[src/rtl/vga_timing_gen.sv]
// Parametrised VGA raster timing generator: pixel-clock divider, h/v counters,
// registered sync/active decodes and line/frame strobes.
module vga_timing_gen #(
    parameter int H_ACTIVE = 800,
    parameter int H_FP     = 40,
    parameter int H_SYNC   = 128,
    parameter int H_BP     = 88,
    parameter int V_ACTIVE = 600,
    parameter int V_FP     = 1,
    parameter int V_SYNC   = 4,
    parameter int V_BP     = 23,
    parameter bit HS_POL   = 1'b1,
    parameter bit VS_POL   = 1'b1,
    parameter int CLK_DIV  = 1,
    parameter int COORD_W  = 11
) (
    input  logic               clk,
    input  logic               rst,
    input  logic               en,
    output logic [COORD_W-1:0] hcount,
    output logic [COORD_W-1:0] vcount,
    output logic               hsync,
    output logic               vsync,
    output logic               active,
    output logic               pixel_tick,
    output logic               line_start,
    output logic               frame_start
);

    localparam int H_TOTAL   = H_ACTIVE + H_FP + H_SYNC + H_BP;
    localparam int V_TOTAL   = V_ACTIVE + V_FP + V_SYNC + V_BP;
    localparam int MAX_TOTAL = (H_TOTAL > V_TOTAL) ? H_TOTAL : V_TOTAL;
    localparam int DIV_W     = (CLK_DIV > 1) ? $clog2(CLK_DIV) : 1;

    localparam logic [DIV_W-1:0]   DIV_LAST = DIV_W'(CLK_DIV - 1);
    localparam logic [COORD_W-1:0] H_LAST   = COORD_W'(H_TOTAL - 1);
    localparam logic [COORD_W-1:0] V_LAST   = COORD_W'(V_TOTAL - 1);
    localparam logic [COORD_W-1:0] H_ACT    = COORD_W'(H_ACTIVE);
    localparam logic [COORD_W-1:0] V_ACT    = COORD_W'(V_ACTIVE);
    localparam logic [COORD_W-1:0] HS_LO    = COORD_W'(H_ACTIVE + H_FP);
    localparam logic [COORD_W-1:0] HS_HI    = COORD_W'(H_ACTIVE + H_FP + H_SYNC - 1);
    localparam logic [COORD_W-1:0] VS_LO    = COORD_W'(V_ACTIVE + V_FP);
    localparam logic [COORD_W-1:0] VS_HI    = COORD_W'(V_ACTIVE + V_FP + V_SYNC - 1);

    if (((COORD_W < 31) && ((1 << COORD_W) < MAX_TOTAL)) || (CLK_DIV < 1) ||
        (H_ACTIVE == 0) || (H_FP == 0) || (H_SYNC == 0) || (H_BP == 0) ||
        (V_ACTIVE == 0) || (V_FP == 0) || (V_SYNC == 0) || (V_BP == 0)) begin : g_param_check
        $error("vga_timing_gen: illegal timing parameters");
    end

    logic [DIV_W-1:0]   div_q, div_d;
    logic [COORD_W-1:0] hcount_q, hcount_d, vcount_q, vcount_d;
    logic               hsync_q, hsync_d, vsync_q, vsync_d, active_q, active_d;
    logic               pixel_tick_q, pixel_tick_d, line_start_q, line_start_d;
    logic               frame_start_q, frame_start_d;
    logic               advance, h_wrap, v_wrap;

    // Decodes use the next counter values so the registered syncs line up with the registered counts.
    always_comb begin
        advance       = en && (div_q == DIV_LAST);
        h_wrap        = (hcount_q == H_LAST);
        v_wrap        = (vcount_q == V_LAST);
        div_d         = div_q;
        hcount_d      = hcount_q;
        vcount_d      = vcount_q;
        if (en) begin
            div_d = advance ? '0 : div_q + 1'b1;
        end
        if (advance) begin
            hcount_d = h_wrap ? '0 : hcount_q + 1'b1;
            if (h_wrap) begin
                vcount_d = v_wrap ? '0 : vcount_q + 1'b1;
            end
        end
        hsync_d       = ((hcount_d >= HS_LO) && (hcount_d <= HS_HI)) ? HS_POL : ~HS_POL;
        vsync_d       = ((vcount_d >= VS_LO) && (vcount_d <= VS_HI)) ? VS_POL : ~VS_POL;
        active_d      = (hcount_d < H_ACT) && (vcount_d < V_ACT);
        pixel_tick_d  = advance;
        line_start_d  = advance && h_wrap;
        frame_start_d = advance && h_wrap && v_wrap;
    end

    always_ff @(posedge clk) begin
        if (rst) begin
            div_q         <= '0;
            hcount_q      <= '0;
            vcount_q      <= '0;
            hsync_q       <= ~HS_POL;
            vsync_q       <= ~VS_POL;
            active_q      <= 1'b1;
            pixel_tick_q  <= 1'b0;
            line_start_q  <= 1'b0;
            frame_start_q <= 1'b0;
        end else begin
            div_q         <= div_d;
            hcount_q      <= hcount_d;
            vcount_q      <= vcount_d;
            hsync_q       <= hsync_d;
            vsync_q       <= vsync_d;
            active_q      <= active_d;
            pixel_tick_q  <= pixel_tick_d;
            line_start_q  <= line_start_d;
            frame_start_q <= frame_start_d;
        end
    end

    assign hcount      = hcount_q;
    assign vcount      = vcount_q;
    assign hsync       = hsync_q;
    assign vsync       = vsync_q;
    assign active      = active_q;
    assign pixel_tick  = pixel_tick_q;
    assign line_start  = line_start_q;
    assign frame_start = frame_start_q;

endmodule

[config.mk]
export PLATFORM = sky130hd
export DESIGN_NAME = vga_timing_gen
export DESIGN_NICKNAME = d
export VERILOG_FILES = /design/src/rtl/vga_timing_gen.sv
export SDC_FILE = /design/constraint.sdc
export NUM_CORES = 1
export LEC_CHECK = 0
export CORE_ASPECT_RATIO = 1.1
export CORE_UTILIZATION = 40
export DETAILED_ROUTE_END_ITERATION = 8
export PLACE_DENSITY = 0.74
export RECOVER_POWER = 25
export REMOVE_ABC_BUFFERS = 1
export SLEW_MARGIN = 10
export SYNTH_ARGS = -nofsm -noshare
export SYNTH_HDL_FRONTEND = slang
export SYNTH_SLANG_ARGS = --single-unit
[constraint.sdc]
create_clock -name clk -period 2.6 [get_ports clk]
set_input_delay 0.39 -clock clk [delete_from_list [all_inputs] [get_ports clk]]
set_output_delay 0.39 -clock clk [all_outputs]
set_load 0.1 [all_outputs]
Yosys cells after proc, flatten, opt, wreduce, memory -nomap -nowiden
Cells that the tools add are included. Widths: inputs -> output; s select.

$add $sub $neg: 3. $mul: 0. Div/mod/pow operators: 0. $lt $le $gt $ge: 6. Eq/ne operators: 2. Shift-type cells: 0. Multiplexer cells: 8. Bitwise logic cells: 1. Reduce and logical (&&, ||, !) cells: 6.

Operators by type and width (number): $mux 11 (5); $add 11x1->11 const B (2); $ge 11x10->1 const B (2); $le 11x10->1 const B (2); $lt 11x10->1 const B (2); $eq 11x10->1 const B (1); $eq 11x11->1 const B (1); $logic_and 1x1->1 (6); $mux 1 (3); $add 1x1->1 const B (1); $not 1->1 (1).

Register bits: 29. Bits in latches: 0. Bits in writable memories: 0. Bits in read-only memories: 0. Output and inout bits: 28. Word-level logic and storage cells: 35. Memories kept: 0.

Logic depth before layout (Yosys ltp)
Word-level depth: 7. Gate-level depth with buffers: 10.

Worst setup path before layout
No wires, ideal clock.

Kind: register to register. Start: register hcount_q[0] (netlist: hcount[0]). End: register active_q (netlist: active). Data arrival time: 3311 ps. Data required time: 2482 ps. Slack: -829 ps. Stages on the path, launching flop included: 9. Path buffers: 1. Period minus slack after synthesis: 3429 ps. Cell sequence: dfxtp_1 ha_1 nand2_1 or4_1 buf_2 or4_4 a21oi_2 or4b_1 o2111a_1.

Word-level cells in the longest chain between the ends: 5.

Ends and longest elaborated chain: start, declared (line 52) `logic [COORD_W-1:0] hcount_q, hcount_d, vcount_q, vcount_d;`; start signal, assigned (line 96) `hcount_q <= hcount_d;`; $add 11x1->11 / $eq 11x11->1 (equally long branches) (line 70, 61); $mux 11 (on tied branches) (line 70, 71); $mux 11 (line 69) `if (advance) begin`; $lt 11x10->1 (line 77) `active_d = (hcount_d < H_ACT) && (vcount_d < V_ACT);`; $logic_and 1x1->1 * (line 77); end signal, assigned (line 100) `active_q <= active_d;`; end, declared (line 53) `logic hsync_q, hsync_d, vsync_q, vsync_d, active_q, active_d;`.

Mark *: on every way between the ends. The rest lies on a longest branch, timed or not. A chain may end at the register's enable or synchronous reset.

Worst setup path after layout
Start: register hcount_q[5] (netlist: hcount[5]). End: register active_q (netlist: active).

Same word-level chain as after synthesis.

==> flow_metrics.env <==
export IMPL_setup_violations=1
export IMPL_vias=1696
export IMPL_num_rows=23
export IMPL_antenna_found_initial=0
export IMPL_fin_util=0.601
export IMPL_clk_latency_ns=0.28
export IMPL_cp_cell_sequence="or3_4 -> or4_4 -> buf_6 -> or3_4 -> o21ai_2 -> nand3_1 -> or4b_4 -> o2111a_1"
export IMPL_startpoint_type="flip-flop"
export IMPL_clk_path_buf_depth=2
export IMPL_gp_congestion=0.995
export IMPL_crit_arrival_ns=2.80
export IMPL_avgSynthCellArea_um2=8.09
export IMPL_required_ns=2.77
export IMPL_grt_pass1_vias=1604
export IMPL_p_leak_nw=0.919
export IMPL_nNetsFinal=270
export IMPL_p_per_area_mw_per_mm2=447
export IMPL_clkPwrFrac=0.483
export IMPL_htree_levels=2
export IMPL_synth_top_area_frac=0.362
export IMPL_path_buf_inv=1
export IMPL_grt_usage=0.212
export IMPL_synth_edff_count=0
export IMPL_worstMarginPinSlew_ns=1.16
export IMPL_worst_slack_ns=-0.0323
export IMPL_violations="setup timing"
export IMPL_worstSetupEndpointType="flip-flop"
export IMPL_detail_route_antenna_nets=0
export IMPL_grt_setup_unrepaired="true"
export IMPL_hold_viol_final=0
export IMPL_yosys_register_bits=29
export IMPL_seqPwrFrac=0.449
export IMPL_slowest_delay_ns=0.50
export IMPL_synth_ff_type="dfxtp_1"
export IMPL_area_growth_pct=40.4
export IMPL_synth_largest_area_cell="dfxtp_1"
export IMPL_status="finished, violations left"
export IMPL_power_switching_share=0.224
export IMPL_hold_buffers=0
export IMPL_numClockSinks=29
export IMPL_critical_path_slowest_cell="or4_4"
export IMPL_path_class="flip-flop to flip-flop"
export IMPL_synth_top_cells_by_area="dfxtp_1, nor2_1, a21oi_1"
export IMPL_cts_root_buffer_cell="clkbuf_8"
export IMPL_syn_instance_count=198
export IMPL_maxSlewHeadroom=0.227
export IMPL_io_buffers=30
export IMPL_via_per_inst=5.37
export IMPL_synth_area_mm2=0.00160
export IMPL_hold_class="flip-flop to flip-flop"
export IMPL_drcViolationCount=0
export IMPL_max_cap_violations=0
export IMPL_routed_wirelength_um=4300
export IMPL_finClkSkew_ns=0.00656
export IMPL_fp_dieH_um=68.4
export IMPL_dp_hpwl_um=3240
export IMPL_grt_pass1_wl_um=7080
export IMPL_synthArstFlopShare=0
export IMPL_cts_tree="done"
export IMPL_ys_seq_area_frac=0.362
export IMPL_fmax_mhz=380
export IMPL_ir_drop_mv=0.284
export IMPL_antenna_cells=0
export IMPL_clkTransAtPathRegs_ns=0.07
export IMPL_fin_area_mm2=0.00225
export IMPL_yosysWarnings=0
export IMPL_yosysMostFrequentCell="dfxtp_1"
export IMPL_internal_power_w=0.000779
export IMPL_start_util=0.428
export IMPL_core_mm2=0.00374
export IMPL_synth_common_cells="dfxtp_1, nor2_1, a21oi_1"
export IMPL_cts_made_buffers=5
export IMPL_slew_violations=0
export IMPL_ys_types=50
export IMPL_grt_max_degree=17
export IMPL_drive_gt1_frac=0.301
export IMPL_period_share=1.01
export IMPL_power_switching_w=0.000225
export IMPL_crit_top_cell="or3_4"
export IMPL_power_frac_comb=0.069
export IMPL_path_delay_family="simple AND/OR/NAND/NOR gates"
export IMPL_die_x_um=62.4
export IMPL_placed_area_mm2=0.00214
export IMPL_overflow=0
export IMPL_drt_pass1_iter_count=4
export IMPL_die_area_mm2=0.00426
export IMPL_path_max_fanout=7
export IMPL_wl_per_cell_um=13.6
export IMPL_fin_crit_ns=2.63
export IMPL_pin_count=31
export IMPL_drt_iter0_drc=108
## per-layer routing
layer,vias up,routed length (um),track usage
li1,847,-,-
met1,790,1880,0.236
met2,53,2150,0.400
met3,6,218,0.0450
met4,0,56,0.0901
met5,-,0,0
## worst paths after layout
check / start / endpoint / slack, ns / depth (start not counted)
min: vcount[7]$_SDFF_PP0_ / vcount[7]$_SDFF_PP0_ / 0.51 / 2
min reg2reg: vcount[7]$_SDFF_PP0_ / vcount[7]$_SDFF_PP0_ / 0.51 / 2
max: hcount[5]$_SDFF_PP0_ / active$_SDFF_PP1_ / -0.03 / 8
max reg2reg: hcount[5]$_SDFF_PP0_ / active$_SDFF_PP1_ / -0.03 / 8
## final cells by class
type | count | area, um2
clock inverter | 1 | 30.0
fill | 374 | 1490
sequential | 29 | 581
tap | 50 | 62.6
inverter | 7 | 26.3
multi-input combinational | 152 | 968
clock buffer | 7 | 86.3
timing repair buffer | 70 | 495
## cells by family after synthesis
family	share of synthesized area
AND/OR/NAND/NOR	0.350
AO/OA/AOI/OAI	0.153
flip-flops	0.362
buffers and inverters	0.0476
XOR/XNOR	0.0656
adder cells (fa/ha/maj)	0.0156
multiplexers	0.00625
## cell usage in the layout, fill, tap and decap left out, types with 2 or more instances in the layout
cell type,Yosys,final
buf_4,0,56
dfxtp_1,29,29
nor2_1,24,24
a21oi_1,17,17
nand2_1,14,14
nand3_1,12,12
clkbuf_1,5,11
inv_1,7,7
xor2_1,6,6
xnor2_1,6,6
clkbuf_8,0,6
nand4_1,5,5
o21ai_0,5,5
nor2b_1,4,4
nor3_1,4,4
and4_1,3,3
a31oi_1,3,3
and3_1,3,3
or3_4,1,2
nor4b_1,2,2
or4_4,1,2
and3b_1,2,2
and3_2,2,2
nand4b_1,2,2
and2_1,2,2
a22oi_1,2,2
or2_2,2,2
or3_1,3,2
ha_1,2,2
## tightest hold or removal path, delay by kind of cell, from the launching register on
kind	cells	cell delay (ns)
flops	1	0.34
simple gates	1	0.07
compound gates	1	0.05
## flip-flops by register name, indices dropped and copies added (netlist names)
register     flops
vsync            1
div_q            1
line_start       1
vcount          11
frame_start      1
hsync            1
hcount          11
active           1
pixel_tick       1
## through the flow
step	power [W]	hold WS (ns)	std cells	setup TNS [ns]	setup slack, ns
detailed placement	0.000532	0.496	307	-0.958	-0.466
floorplan	0.000504	0.456	188	-3.82	-0.949
finish	0.00100	0.507	316	-0.0323	-0.0323
CTS	0.00102	0.504	316	0	0.0000409
global route	0.00104	0.557	316	-0.146	-0.0876
global placement	0.000531	0.495	307	-0.780	-0.417
## power groups by stage
| stage | clock, W | combinational (W) | sequential, W |
|---|---|---|---|
| floorplan | 0 | 0.0000112 | 0.000493 |
| global placement | 0 | 0.0000708 | 0.000460 |
| detailed placement | 0 | 0.0000715 | 0.000461 |
| CTS | 0.000495 | 0.0000712 | 0.000451 |
| global route | 0.000519 | 0.0000725 | 0.000451 |
| finish | 0.000485 | 0.0000688 | 0.000451 |
## repair_timing
item / in CTS / in global routing
hold endpoints to repair: 0 / 0
gates resized for setup: 7 / 1
buffers inserted: 1 / 0
setup endpoints to repair: 2 / 2
Note: power is estimated with default switching activity, not from simulation.
